$ cat config.mk
export PLATFORM = sky130hd
export DESIGN_NAME = prog_clk_div
export DESIGN_NICKNAME = d
export VERILOG_FILES = /design/src/rtl/prog_clk_div.sv
export SDC_FILE = /design/constraint.sdc
export NUM_CORES = 1
export LEC_CHECK = 0
export BUFFER_PORTS_ARGS = -buffer_cell sky130_fd_sc_hd__buf_2
export CAP_MARGIN = 20
export CORE_ASPECT_RATIO = 0.5
export CORE_UTILIZATION = 50
export CTS_CLUSTER_DIAMETER = 40
export DETAILED_ROUTE_END_ITERATION = 10
export GPL_ROUTABILITY_DRIVEN = 1
export HOLD_SLACK_MARGIN = 0.02
export PLACE_DENSITY = 0.67
export SKIP_LAST_GASP = 1
export SLEW_MARGIN = 10
export SYNTH_ARGS = -nofsm -noshare
export SYNTH_HDL_FRONTEND = slang
export SYNTH_SLANG_ARGS = --single-unit
$ cat constraint.sdc
create_clock -name clk -period 8.8 [get_ports clk]
set_clock_uncertainty 0.1 [all_clocks]
set_input_delay 1.76 -clock clk [delete_from_list [all_inputs] [get_ports clk]]
set_output_delay 1.76 -clock clk [all_outputs]
set_load 0.1 [all_outputs]
$ cat src/rtl/prog_clk_div.sv
// prog_clk_div: runtime-programmable clock divider producing a duty-balanced
// divided signal and a one-cycle tick per period. Ratio changes wait for a
// period boundary (or a restart) so the output never glitches.
module prog_clk_div #(
  parameter int unsigned      CNT_W       = 32,
  parameter logic [CNT_W-1:0] DEFAULT_DIV = CNT_W'(100000000)
) (
  input  logic             clk,
  input  logic             reset,
  input  logic             en,
  input  logic             restart,
  input  logic             div_load,
  input  logic [CNT_W-1:0] div_ratio,
  output logic             div_out,
  output logic             tick,
  output logic [CNT_W-1:0] cur_ratio,
  output logic             load_pend,
  output logic             load_err
);

  logic [CNT_W-1:0] cnt;
  logic [CNT_W-1:0] pending;

  logic [CNT_W-1:0] cnt_nx;
  logic [CNT_W-1:0] ratio_nx;
  logic [CNT_W-1:0] pending_nx;
  logic [CNT_W-1:0] pend_val;
  logic             pend_nx;
  logic             div_nx;
  logic             tick_nx;
  logic             err_nx;
  logic             load_ok;
  logic             have_pend;
  logic             last;
  logic             apply;

  // Next-state: counter advance, ratio hand-over, and output decode of the new count
  always_comb begin
    load_ok   = div_load && (div_ratio != '0);
    // A valid load arriving on the same edge as a boundary/restart bypasses
    // the pending register and is applied directly.
    have_pend = load_ok || load_pend;
    pend_val  = load_ok ? div_ratio : pending;
    last      = (cnt == cur_ratio - CNT_W'(1));

    cnt_nx     = cnt;
    ratio_nx   = cur_ratio;
    pending_nx = load_ok ? div_ratio : pending;
    pend_nx    = have_pend;
    div_nx     = div_out;
    tick_nx    = tick;
    err_nx     = div_load && (div_ratio == '0);
    apply      = 1'b0;

    if (restart) begin
      cnt_nx = '0;
      apply  = have_pend;
    end else if (en) begin
      if (last) begin
        cnt_nx = '0;
        apply  = have_pend;
      end else begin
        cnt_nx = cnt + CNT_W'(1);
      end
    end

    if (apply) begin
      ratio_nx = pend_val;
      pend_nx  = 1'b0;
    end

    // Outputs track the decode of the count being written, using the ratio
    // that will be in effect from this edge on.
    if (restart) begin
      div_nx  = 1'b0;
      tick_nx = 1'b0;
    end else if (en) begin
      div_nx  = (cnt_nx >= (ratio_nx >> 1));
      tick_nx = (cnt_nx == ratio_nx - CNT_W'(1));
    end
  end

  // State and output registers with asynchronous active-low reset
  always_ff @(posedge clk or negedge reset) begin
    if (!reset) begin
      cnt       <= '0;
      pending   <= '0;
      cur_ratio <= DEFAULT_DIV;
      load_pend <= 1'b0;
      div_out   <= 1'b0;
      tick      <= 1'b0;
      load_err  <= 1'b0;
    end else begin
      cnt       <= cnt_nx;
      pending   <= pending_nx;
      cur_ratio <= ratio_nx;
      load_pend <= pend_nx;
      div_out   <= div_nx;
      tick      <= tick_nx;
      load_err  <= err_nx;
    end
  end

endmodule

### Yosys cells after proc, flatten, opt, wreduce, memory -nomap -nowiden

Index checks and enable logic that the tools add are counted.

| word-level totals | value |
|---|---|
| flip-flop bits (word level) | 100 |
| input port bits | 37 |
| word-level logic and storage cells | 32 |

| cells by class | value |
|---|---|
| add/sub/neg operators | 3 |
| order comparisons | 1 |
| equal/unequal tests | 2 |
| multiplexer cells | 13 |
| reductions and logical operators | 6 |

Operator list:

| operator | count |
|---|---|
| 2-to-1 mux 32 bit | 5 |
| equality test 32 bit | 2 |
| subtractor 32 x 1 -> 32 bit, second input constant | 2 |
| adder 32 x 1 -> 32 bit, second input constant | 1 |
| >= comparator 32 x 31 -> 1 bit | 1 |
| zero test 32 bit | 1 |
| nonzero test 32 bit | 1 |
| 2-to-1 mux 1 bit | 8 |
| logical AND 1 bit | 2 |
| nonzero test 2 bit | 1 |
| logical OR 1 bit | 1 |

### Logic depth before layout (Yosys ltp)

Gate-level depths: netlist (run 1).

| depth | value |
|---|---|
| depth after elaboration | 11 |
| gate-level depth with buffers | 32 |

### Worst setup path after synthesis (run 1)

OpenSTA, ideal clock, no wires.

| path | value |
|---|---|
| path type | input port to flip-flop |
| start | in div_ratio[3] |
| end | reg tick |
| setup time | 0.064 ns |
| arrival | 6.538 ns |
| data required time | 8.636 ns |
| path slack | 2.098 ns |
| stages on the path | 21 |
| path through | or3_1 > or3_1 > o41ai_2 > buf_2 > buf_2 > buf_1 > mux2i_1 > a21o_1 > ha_1 > clkbuf_1 > nor4b_1 > nand2_1 > nor2_1 > nand2_1 > a21oi_1 > a31oi_2 > xnor2_1 > nor4_2 > o2111ai_1 > nor4_1 > a21o_1 |

| on the way | value |
|---|---|
| longest elaborated chain between the ends | 11 |

RTL lines:

| what | RTL line | RTL |
|---|---|---|
| from (decl) | 13 | `input logic [CNT_W-1:0] div_ratio,` |
| nonzero test 32 bit | 39 | `load_ok = div_load && (div_ratio != '0);` |
| logical AND 1 bit | 39 |  |
| logical OR 1 bit | 42 | `have_pend = load_ok \|\| load_pend;` |
| 2-to-1 mux 1 bit | 59 | `if (last) begin` |
| 2-to-1 mux 1 bit | 58 | `end else if (en) begin` |
| 2-to-1 mux 1 bit | 55 | `if (restart) begin` |
| 2-to-1 mux 32 bit * | 67 | `if (apply) begin` |
| subtractor 32 x 1 -> 32 bit * | 79 | `tick_nx = (cnt_nx == ratio_nx - CNT_W'(1));` |
| equality test 32 bit * | 79 |  |
| 2-to-1 mux 1 bit * | 77 | `end else if (en) begin` |
| 2-to-1 mux 1 bit * | 74 | `if (restart) begin` |
| to (signal assigned) | 99 | `tick <= tick_nx;` |
| to (decl) | 15 | `output logic tick,` |

Mark *: on every way between the ends. The rest lies on a longest branch, timed or not. The select of a mux whose other input is x is not followed.
A chain may end at the register's enable or synchronous reset.

### Final worst setup path (run 1)

| path | value |
|---|---|
| start | reg cur_ratio[5] |
| end | reg div_out |

| on the way | value |
|---|---|
| longest elaborated chain between the ends | 9 |

RTL lines:

| what | RTL line | RTL |
|---|---|---|
| from (decl) | 16 | `output logic [CNT_W-1:0] cur_ratio,` |
| from (signal assigned) | 96 | `cur_ratio <= ratio_nx;` |
| subtractor 32 x 1 -> 32 bit | 44 | `last = (cnt == cur_ratio - CNT_W'(1));` |
| equality test 32 bit | 44 |  |
| 2-to-1 mux 1 bit | 59 |  |
| 2-to-1 mux 1 bit | 58 |  |
| 2-to-1 mux 1 bit | 55 |  |
| 2-to-1 mux 32 bit | 67 |  |
| named net ratio_nx[1] | 25 | `logic [CNT_W-1:0] ratio_nx;` |
| >= comparator 32 x 31 -> 1 bit | 78 | `div_nx = (cnt_nx >= (ratio_nx >> 1));` |
| 2-to-1 mux 1 bit | 77 |  |
| 2-to-1 mux 1 bit | 74 |  |
| to (signal assigned) | 98 | `div_out <= div_nx;` |
| to (decl) | 14 | `output logic div_out,` |

The timed path passes the listed nets, and every way through them passes these cells. The select of a mux whose other input is x is not followed.

==> summary.md, run 1 <==
| Metric | Value |
|---|---|
| Outcome | `finished with violations` |
| Violated checks | `DRC` |
| Yosys top cell by area | `sky130_fd_sc_hd__dfrtp_1` |
| Ys Warns | `0` |
| Number of DRC markers after the initial detailed-route iteration | `1,004` |
| Number of core rows | `33` |
| Number of enable flip-flop cells after synthesis | `0` |
| Area taken by flip-flops and latches | `about 2500 um^2` |
| Maximum VDD drop | `between 0.1 and 0.15 mV` |
| Net Count, Synth | `~1,100` |
| Final hold violation count | `0` |
| Synthesized cell area | `about 8400 um^2` |
| Distinct cells, synth | `80` |
| Number of antenna-violating nets in the routed design | `0` |
| Overall die height | `93.6 um` |
| Cell Count Post-Placement | `1,247` |
| Cell Pwr Density | `between 150 and 200 nW/um^2` |
| Crit Path Category | `flip-flop to flip-flop` |
| Worst setup SP type | `flip-flop` |
| Leak Pwr | `around 0.0040 uW` |
| Number of resized instances in the post-cts repair step | `0` |
| Wire per inst | `~21 um` |
| Die footprint | `~17,000 um^2` |
| Clock buffers created by TritonCTS | `9` |
| Hold-critical path endpoint | `pending[31]` |
| Top Family by Delay on Critical Path | `simple AND/OR/NAND/NOR gates` |
| Cell count after synthesis | `998` |
| Count of final max-slew check failures | `0` |
| Max stage delay cell, worst path | `sky130_fd_sc_hd__nor2_8` |
| Synth Register Bits | `100` |
| Area of the core | `16,400 um^2` |
| Max Root-Sink Buffers | `2` |
| Max_cap viols | `0` |
| Number of cell instances on the worst register-to-register path | `26` |
| Clock latency at the later pin of the worst-skew pair | `370 ps` |
| R2R setup slack | `about 1500 ps` |
| GR met2 Demand/Resource | `about half` |
| Routed via count divided by cell count | `around 6.2` |
| Hold path startpoint | `pending[31]` |
| Met3 global-route usage | `under 10%` |
| Io pins | `73` |
| Cell seen most often among critical-path stages | `sky130_fd_sc_hd__a21o_1` |
| DPL Wire Length | `19,900 um` |
| Clock-pin slew on the worst setup and hold paths | `approximately 70 ps` |
| Buffers added on ports | `about 70` |
| Clk root buf | `sky130_fd_sc_hd__clkbuf_16` |
| Fin cells | `1,263` |
| Worst reg2reg path endpoint | `div_out` |
| # Post-CTS Setup Buffers | `0` |
| Top cells by area, synth | `sky130_fd_sc_hd__dfrtp_1 26%, sky130_fd_sc_hd__xnor2_1 5.7%, sky130_fd_sc_hd__ha_1 5.1%` |
| Total Power | `between 1500 and 2000 uW` |
| Via count of the first global-routing pass | `7,512` |
| Post-synth top flop | `sky130_fd_sc_hd__dfrtp_1` |
| Global route hottest layer | `met2` |
| Total area of multi-input combinational cells | `around 5300 um^2` |
| TritonCTS Sinks | `100` |
| Antenna cells | `0` |
| Worst stage delay on the critical path | `760 ps` |
| Async set-reset flop share out of synthesis | `between 90% and 100%` |
| Setup repair after global routing missed its margin | `no` |
| Capturing element type of the critical path | `flip-flop` |
| Slew margin rel. | `between 30% and 40%` |
| Most frequently used cell type in the post-synthesis netlist | `sky130_fd_sc_hd__nor2_1` |
| Wire length of the first global-routing pass | `around 42,000 um` |
| Final weighted congestion of routability-driven global placement | `~0.96` |
| Antenna violations before repair | `0` |
| GR Overflow Total | `0` |
| Layout cells sized above 1 | `approximately 16%` |
| Hold Path Class | `flip-flop to flip-flop` |
| Final number of setup-violating endpoints | `0` |
| Effective utilization at floorplan | `51.2%` |
| Detailed-routing iteration count for the pre-antenna-repair pass | `10` |
| Setup WS post-layout | `1480 ps` |
| Filler cell count | `around 1,500` |
| Overall die width | `approximately 190 um` |
| CTS tree | `built` |
| Worst Max-Slew Pin Slew | `969 ps` |
| GRT Overall Usage | `31.8%` |
| Largest net degree at the start of global routing | `between 70 and 80` |
| Worst-path maximum fanout | `between 60 and 70` |
| Maximum frequency from static timing analysis | `~0.14 GHz` |
| Synth Area per Inst | `around 8.4 um^2` |
| Clock period minus final worst setup slack | `around 7300 ps` |
| Part of the Yosys area used for sequential elements | `between 20% and 30%` |
| Critical Path RT | `8950 ps` |
| Buffers & Inverters on Critical Path | `1` |
| Cell depth of the worst hold path | `1` |
| Worst slack at placement | `about 1500 ps` |
| Share of the clock period used by the worst path after layout | `between 80% and 90%` |
| Final wirelength | `approximately 27,000 um` |
| Area growth from synthesis to final layout | `8.89%` |
| Proportion of netlist area held by the largest area contributor | `roughly a quarter` |
| Total via count in the routed design | `a little under 8,000` |
| Layout net count | `around 1,100` |
| Quantity of hold-fixing buffers added after cts | `0` |
| # DRC | `2` |
| Setup TNS | `0 ps` |
| Worst setup path startpoint | `cur_ratio[5]` |
| Total number of H-tree levels | `3` |
| Worst Path Arrival | `between 7000 and 8000 ps` |
| Critical R2R Launch | `cur_ratio[5]` |
| Met1 routing resource usage after global routing | `roughly 45%` |
| Post-Route Hold Slack | `411 ps` |
| Cell types with the highest counts after synthesis | `97 x sky130_fd_sc_hd__nor2_1, 88 x sky130_fd_sc_hd__dfrtp_1, 75 x sky130_fd_sc_hd__nand2_1` |
-- logic make-up after synthesis --
family / count (synthesis) / share of synthesized area, %
fa+ha+maj: 34 / 5.07
xor+xnor: 96 / 10.0
flops: 100 / 30.0
mux: 54 / 6.72
simple gates: 392 / 25.4
compound gates: 198 / 16.2
buf+inv: 124 / 6.55
-- placed cells by master (no fill, tap or decap), types with 10 or more instances in the layout --
master                     count
sky130_fd_sc_hd__inv_1        65
sky130_fd_sc_hd__nor3_1       41
sky130_fd_sc_hd__a21oi_1      49
sky130_fd_sc_hd__nor4_1       17
sky130_fd_sc_hd__xnor2_1      55
sky130_fd_sc_hd__mux2i_1      35
sky130_fd_sc_hd__nor2_1       97
sky130_fd_sc_hd__nand3_1      33
sky130_fd_sc_hd__mux2_2       18
sky130_fd_sc_hd__nand4_1      13
sky130_fd_sc_hd__or3_1        19
sky130_fd_sc_hd__a211oi_1     10
sky130_fd_sc_hd__dfstp_2      12
sky130_fd_sc_hd__dfrtp_1      88
sky130_fd_sc_hd__o21ai_0      38
sky130_fd_sc_hd__buf_4        10
sky130_fd_sc_hd__xor2_1       41
sky130_fd_sc_hd__ha_1         34
sky130_fd_sc_hd__o211ai_1     16
sky130_fd_sc_hd__and3_1       18
sky130_fd_sc_hd__a21o_1       17
sky130_fd_sc_hd__nand2_1      75
sky130_fd_sc_hd__buf_2        71
-- through the flow --
stage               instance area [um^2]  util (%)
global route                        9140      55.7
global placement                    8810      53.8
finish                              9140      55.7
CTS                                 9140      55.7
floorplan                           8390         -
detailed placement                  8810      53.8
-- where the power goes --
| part | internal (uW) | total, uW | switching (uW) |
|---|---|---|---|
| Combinational | 159 | 580 | 421 |
| Clock | 251 | 444 | 193 |
| Sequential | 506 | 590 | 84.2 |
-- per-layer routing --
metal | wire [um] | share of wire [%]
met1 | 11900 | 45
met2 | 11400 | 43
met3 | 2650 | 10
met4 | 502 | 1.9
met5 | 0 | 0
-- flip-flops by register name, indices dropped and copies added, names as in the netlist --
name,cells
load_pend,1
cur_ratio,32
pending,32
tick,1
div_out,1
cnt,32
load_err,1
-- worst max-delay path by stage --
stage	to	slack (ps)	depth (start not counted)
2_1_floorplan	tick	2100	21
3_3_place_gp	div_out	1660	24
3_5_place_dp	tick	1460	20
4_1_cts	div_out	1670	26
5_1_grt	tick	900	23
6_report	div_out	1480	26
-- final cells by class --
type                       instances  area share, %
inverter                          65           2.67
timing repair buffer              81           4.71
clock buffer                       9           2.46
tap                              227           3.11
multi-input combinational        774           58.4
sequential                       100           27.6
clock inverter                     7           1.07
Note: power is estimated with default switching activity, not from simulation.
==> run 2: changes to the inputs <==
--- a/config.mk
+++ b/config.mk
@@ -13,7 +13,7 @@
 export DETAILED_ROUTE_END_ITERATION = 10
 export GPL_ROUTABILITY_DRIVEN = 1
 export HOLD_SLACK_MARGIN = 0.02
-export PLACE_DENSITY = 0.67
+export PLACE_DENSITY = 0.69
 export SKIP_LAST_GASP = 1
 export SLEW_MARGIN = 10
 export SYNTH_ARGS = -nofsm -noshare
==> constraint.sdc (replaced) <==
create_clock -name clk -period 6.22 [get_ports clk]
set_clock_uncertainty 0.1 [all_clocks]
set_input_delay 1.244 -clock clk [delete_from_list [all_inputs] [get_ports clk]]
set_output_delay 1.244 -clock clk [all_outputs]
set_load 0.1 [all_outputs]
==> run 2 against run 1 <==
Against the previous run: the run still ends with DRC left; die area unchanged; cell count increased by 2.5%; combinational power increased by 54%.
==> summary.md, run 2 (synthesis gave the netlist of run 1 again) <==
| Metric | Value |
|---|---|
| Outcome | `finished with violations` |
| Violated checks | `DRC` |
| Area post-placement | `9060 um^2 (+2.8%)` |
| R2R setup slack | `220 ps (-1250 ps)` |
| Biggest regs | `cnt: 32 flops, cur_ratio: 32 flops, pending: 32 flops` |
| Cell Count Post-Placement | `1,276 (+2.3%)` |
| Total via count in the routed design | `8,031 (+2.2%)` |
| Share of the clock period used by the worst path after layout | `96.4% (+13 points)` |
| Max Root-Sink Buffers | `2 (unchanged)` |
| Via count of the first global-routing pass | `7,539 (+0.36%)` |
| # DRC | `2 (unchanged)` |
| Leak Pwr | `0.00416 uW (+3.9%)` |
| Total number of H-tree levels | `3 (unchanged)` |
| Number of cell instances on the worst register-to-register path | `27 (+3.8%)` |
| Area growth from synthesis to final layout | `12.0%` |
| Clock buffers created by TritonCTS | `9 (unchanged)` |
| Wire per inst | `20.9 um (-0.27%)` |
| Area of the core | `16,400 um^2 (unchanged)` |
| Effective utilization at floorplan | `51.2% (unchanged)` |
| Final weighted congestion of routability-driven global placement | `0.991 (+2.8%)` |
| Die footprint | `17,300 um^2 (unchanged)` |
| Hold Path Class | `flip-flop to flip-flop` |
| Detailed-routing iteration count for the pre-antenna-repair pass | `8 (-2)` |
| Post-route core utilization | `57.3% (+1.6 points)` |
| Worst Path Arrival | `6150 ps (-1320 ps)` |
| Final number of setup-violating endpoints | `0 (unchanged)` |
| Most common cell after layout, fill and taps aside | `sky130_fd_sc_hd__nor2_1` |
| Final hold violation count | `0 (unchanged)` |
| Final wirelength | `27,100 um (+2.2%)` |
| GRT Overall Usage | `32.5% (+0.62 points)` |
| Number of core rows | `33 (unchanged)` |
| Worst setup SP type | `flip-flop` |
| Max_cap viols | `0 (unchanged)` |
| Clk root buf | `sky130_fd_sc_hd__clkbuf_16` |
| Clock-pin slew on the worst setup and hold paths | `70 ps (about the same)` |
| Maximum frequency from static timing analysis | `0.167 GHz (+22%)` |
| Overall die height | `93.6 um (unchanged)` |
| Crit Path Category | `flip-flop to flip-flop` |
| Io pins | `73 (unchanged)` |
| Worst Max-Slew Pin Slew | `807 ps (-162 ps)` |
| Antenna violations before repair | `2 (+2)` |
| Antenna cells | `0 (unchanged)` |
| Clock period minus final worst setup slack | `6000 ps (-1330 ps)` |
| Most frequent cells in the layout | `97 x sky130_fd_sc_hd__nor2_1, 85 x sky130_fd_sc_hd__dfrtp_1, 75 x sky130_fd_sc_hd__nand2_1` |
| DPL Wire Length | `21,000 um (+5.4%)` |
| Layout net count | `1,133 (+2.8%)` |
| Fin cells | `1,294 (+2.5%)` |
| Count of final max-slew check failures | `0 (unchanged)` |
| Cell Pwr Density | `241 nW/um^2 (+37%)` |
| Cell seen most often among critical-path stages | `sky130_fd_sc_hd__a21o_1` |
| Overall die width | `185 um (unchanged)` |
| Layout cells sized above 1 | `18.4% (+2.8 points)` |
| Capturing element type of the critical path | `flip-flop` |
| Routed via count divided by cell count | `6.21 (-0.28%)` |
| CTS tree | `built` |
| Setup TNS | `0 ps (unchanged)` |
| Wire length of the first global-routing pass | `42,100 um (+1.2%)` |
| Max stage delay cell, worst path | `sky130_fd_sc_hd__nor4_2` |
| Worst stage delay on the critical path | `570 ps (-190 ps)` |
| Buffers added on ports | `72 (unchanged)` |
| Clock latency at the later pin of the worst-skew pair | `360 ps (about the same)` |
| Worst-path maximum fanout | `7 (-89%)` |
| Maximum VDD drop | `0.126 mV (+17%)` |
| Number of DRC markers after the initial detailed-route iteration | `941 (-6.3%)` |
| Largest net degree at the start of global routing | `63 (-16%)` |
| Critical Path RT | `6370 ps (-2580 ps)` |
| Slew margin rel. | `45.7% (+10 points)` |
| Total non-filler cell area in the finished layout | `9400 um^2 (+2.8%)` |
| TritonCTS Sinks | `100 (unchanged)` |
| GR Overflow Total | `0 (unchanged)` |
| Number of antenna-violating nets in the routed design | `0 (unchanged)` |
| Cell depth of the worst hold path | `1 (unchanged)` |
==> run 2: critical path, delay by kind of cell, from the launching register on <==
family	cells	cell delay (ps)
compound gates	15	2290
xor+xnor	1	150
fa+ha+maj	1	290
buf+inv	3	570
flops	1	390
simple gates	7	2080
==> run 2: final cells by class <==
type	count	area (um^2)
clock buffer	12	236
clock inverter	4	51.3
fill	1527	7000
inverter	65	244
multi-input combinational	774	5380
sequential	100	2520
tap	227	284
timing repair buffer	112	676
==> run 2: metal layers <==
metal	global-route usage (%)	share of wire (%)	routed length [um]
met5	0	0.063	17
met4	8.82	1.9	507
met3	8.61	10	2740
met2	49.2	43	11700
met1	45.3	45	12100
==> run 2: final timing paths <==
path	startpoint	to
max	cur_ratio[5]	div_out
min	pending[31]	pending[31]
max reg2reg	cur_ratio[5]	div_out
min reg2reg	pending[31]	pending[31]
max in group asynchronous	reset	cnt[28]
min in group asynchronous	reset	cnt[5]
==> run 2: repair_timing <==
item | in CTS | in global routing
resized for setup | 0 | 5
setup buffers | 0 | 2
setup endpoints to repair | 0 | 2
hold buffers | 0 | 0
==> run 2: power breakdown <==
part / leakage, uW / internal [uW] / switching [uW]
Sequential: 0.00123 / 718 / 88.0
Combinational: 0.00279 / 253 / 639
Clock: 0.000137 / 313 / 257
==> run 2: through the flow <==
step	hold WS [ps]	power, uW	worst slack, ps
floorplan	357	1450	32.7
global placement	382	1680	257
detailed placement	405	1690	165
CTS	421	2260	270
global route	439	2360	-0.918
finish	411	2270	224
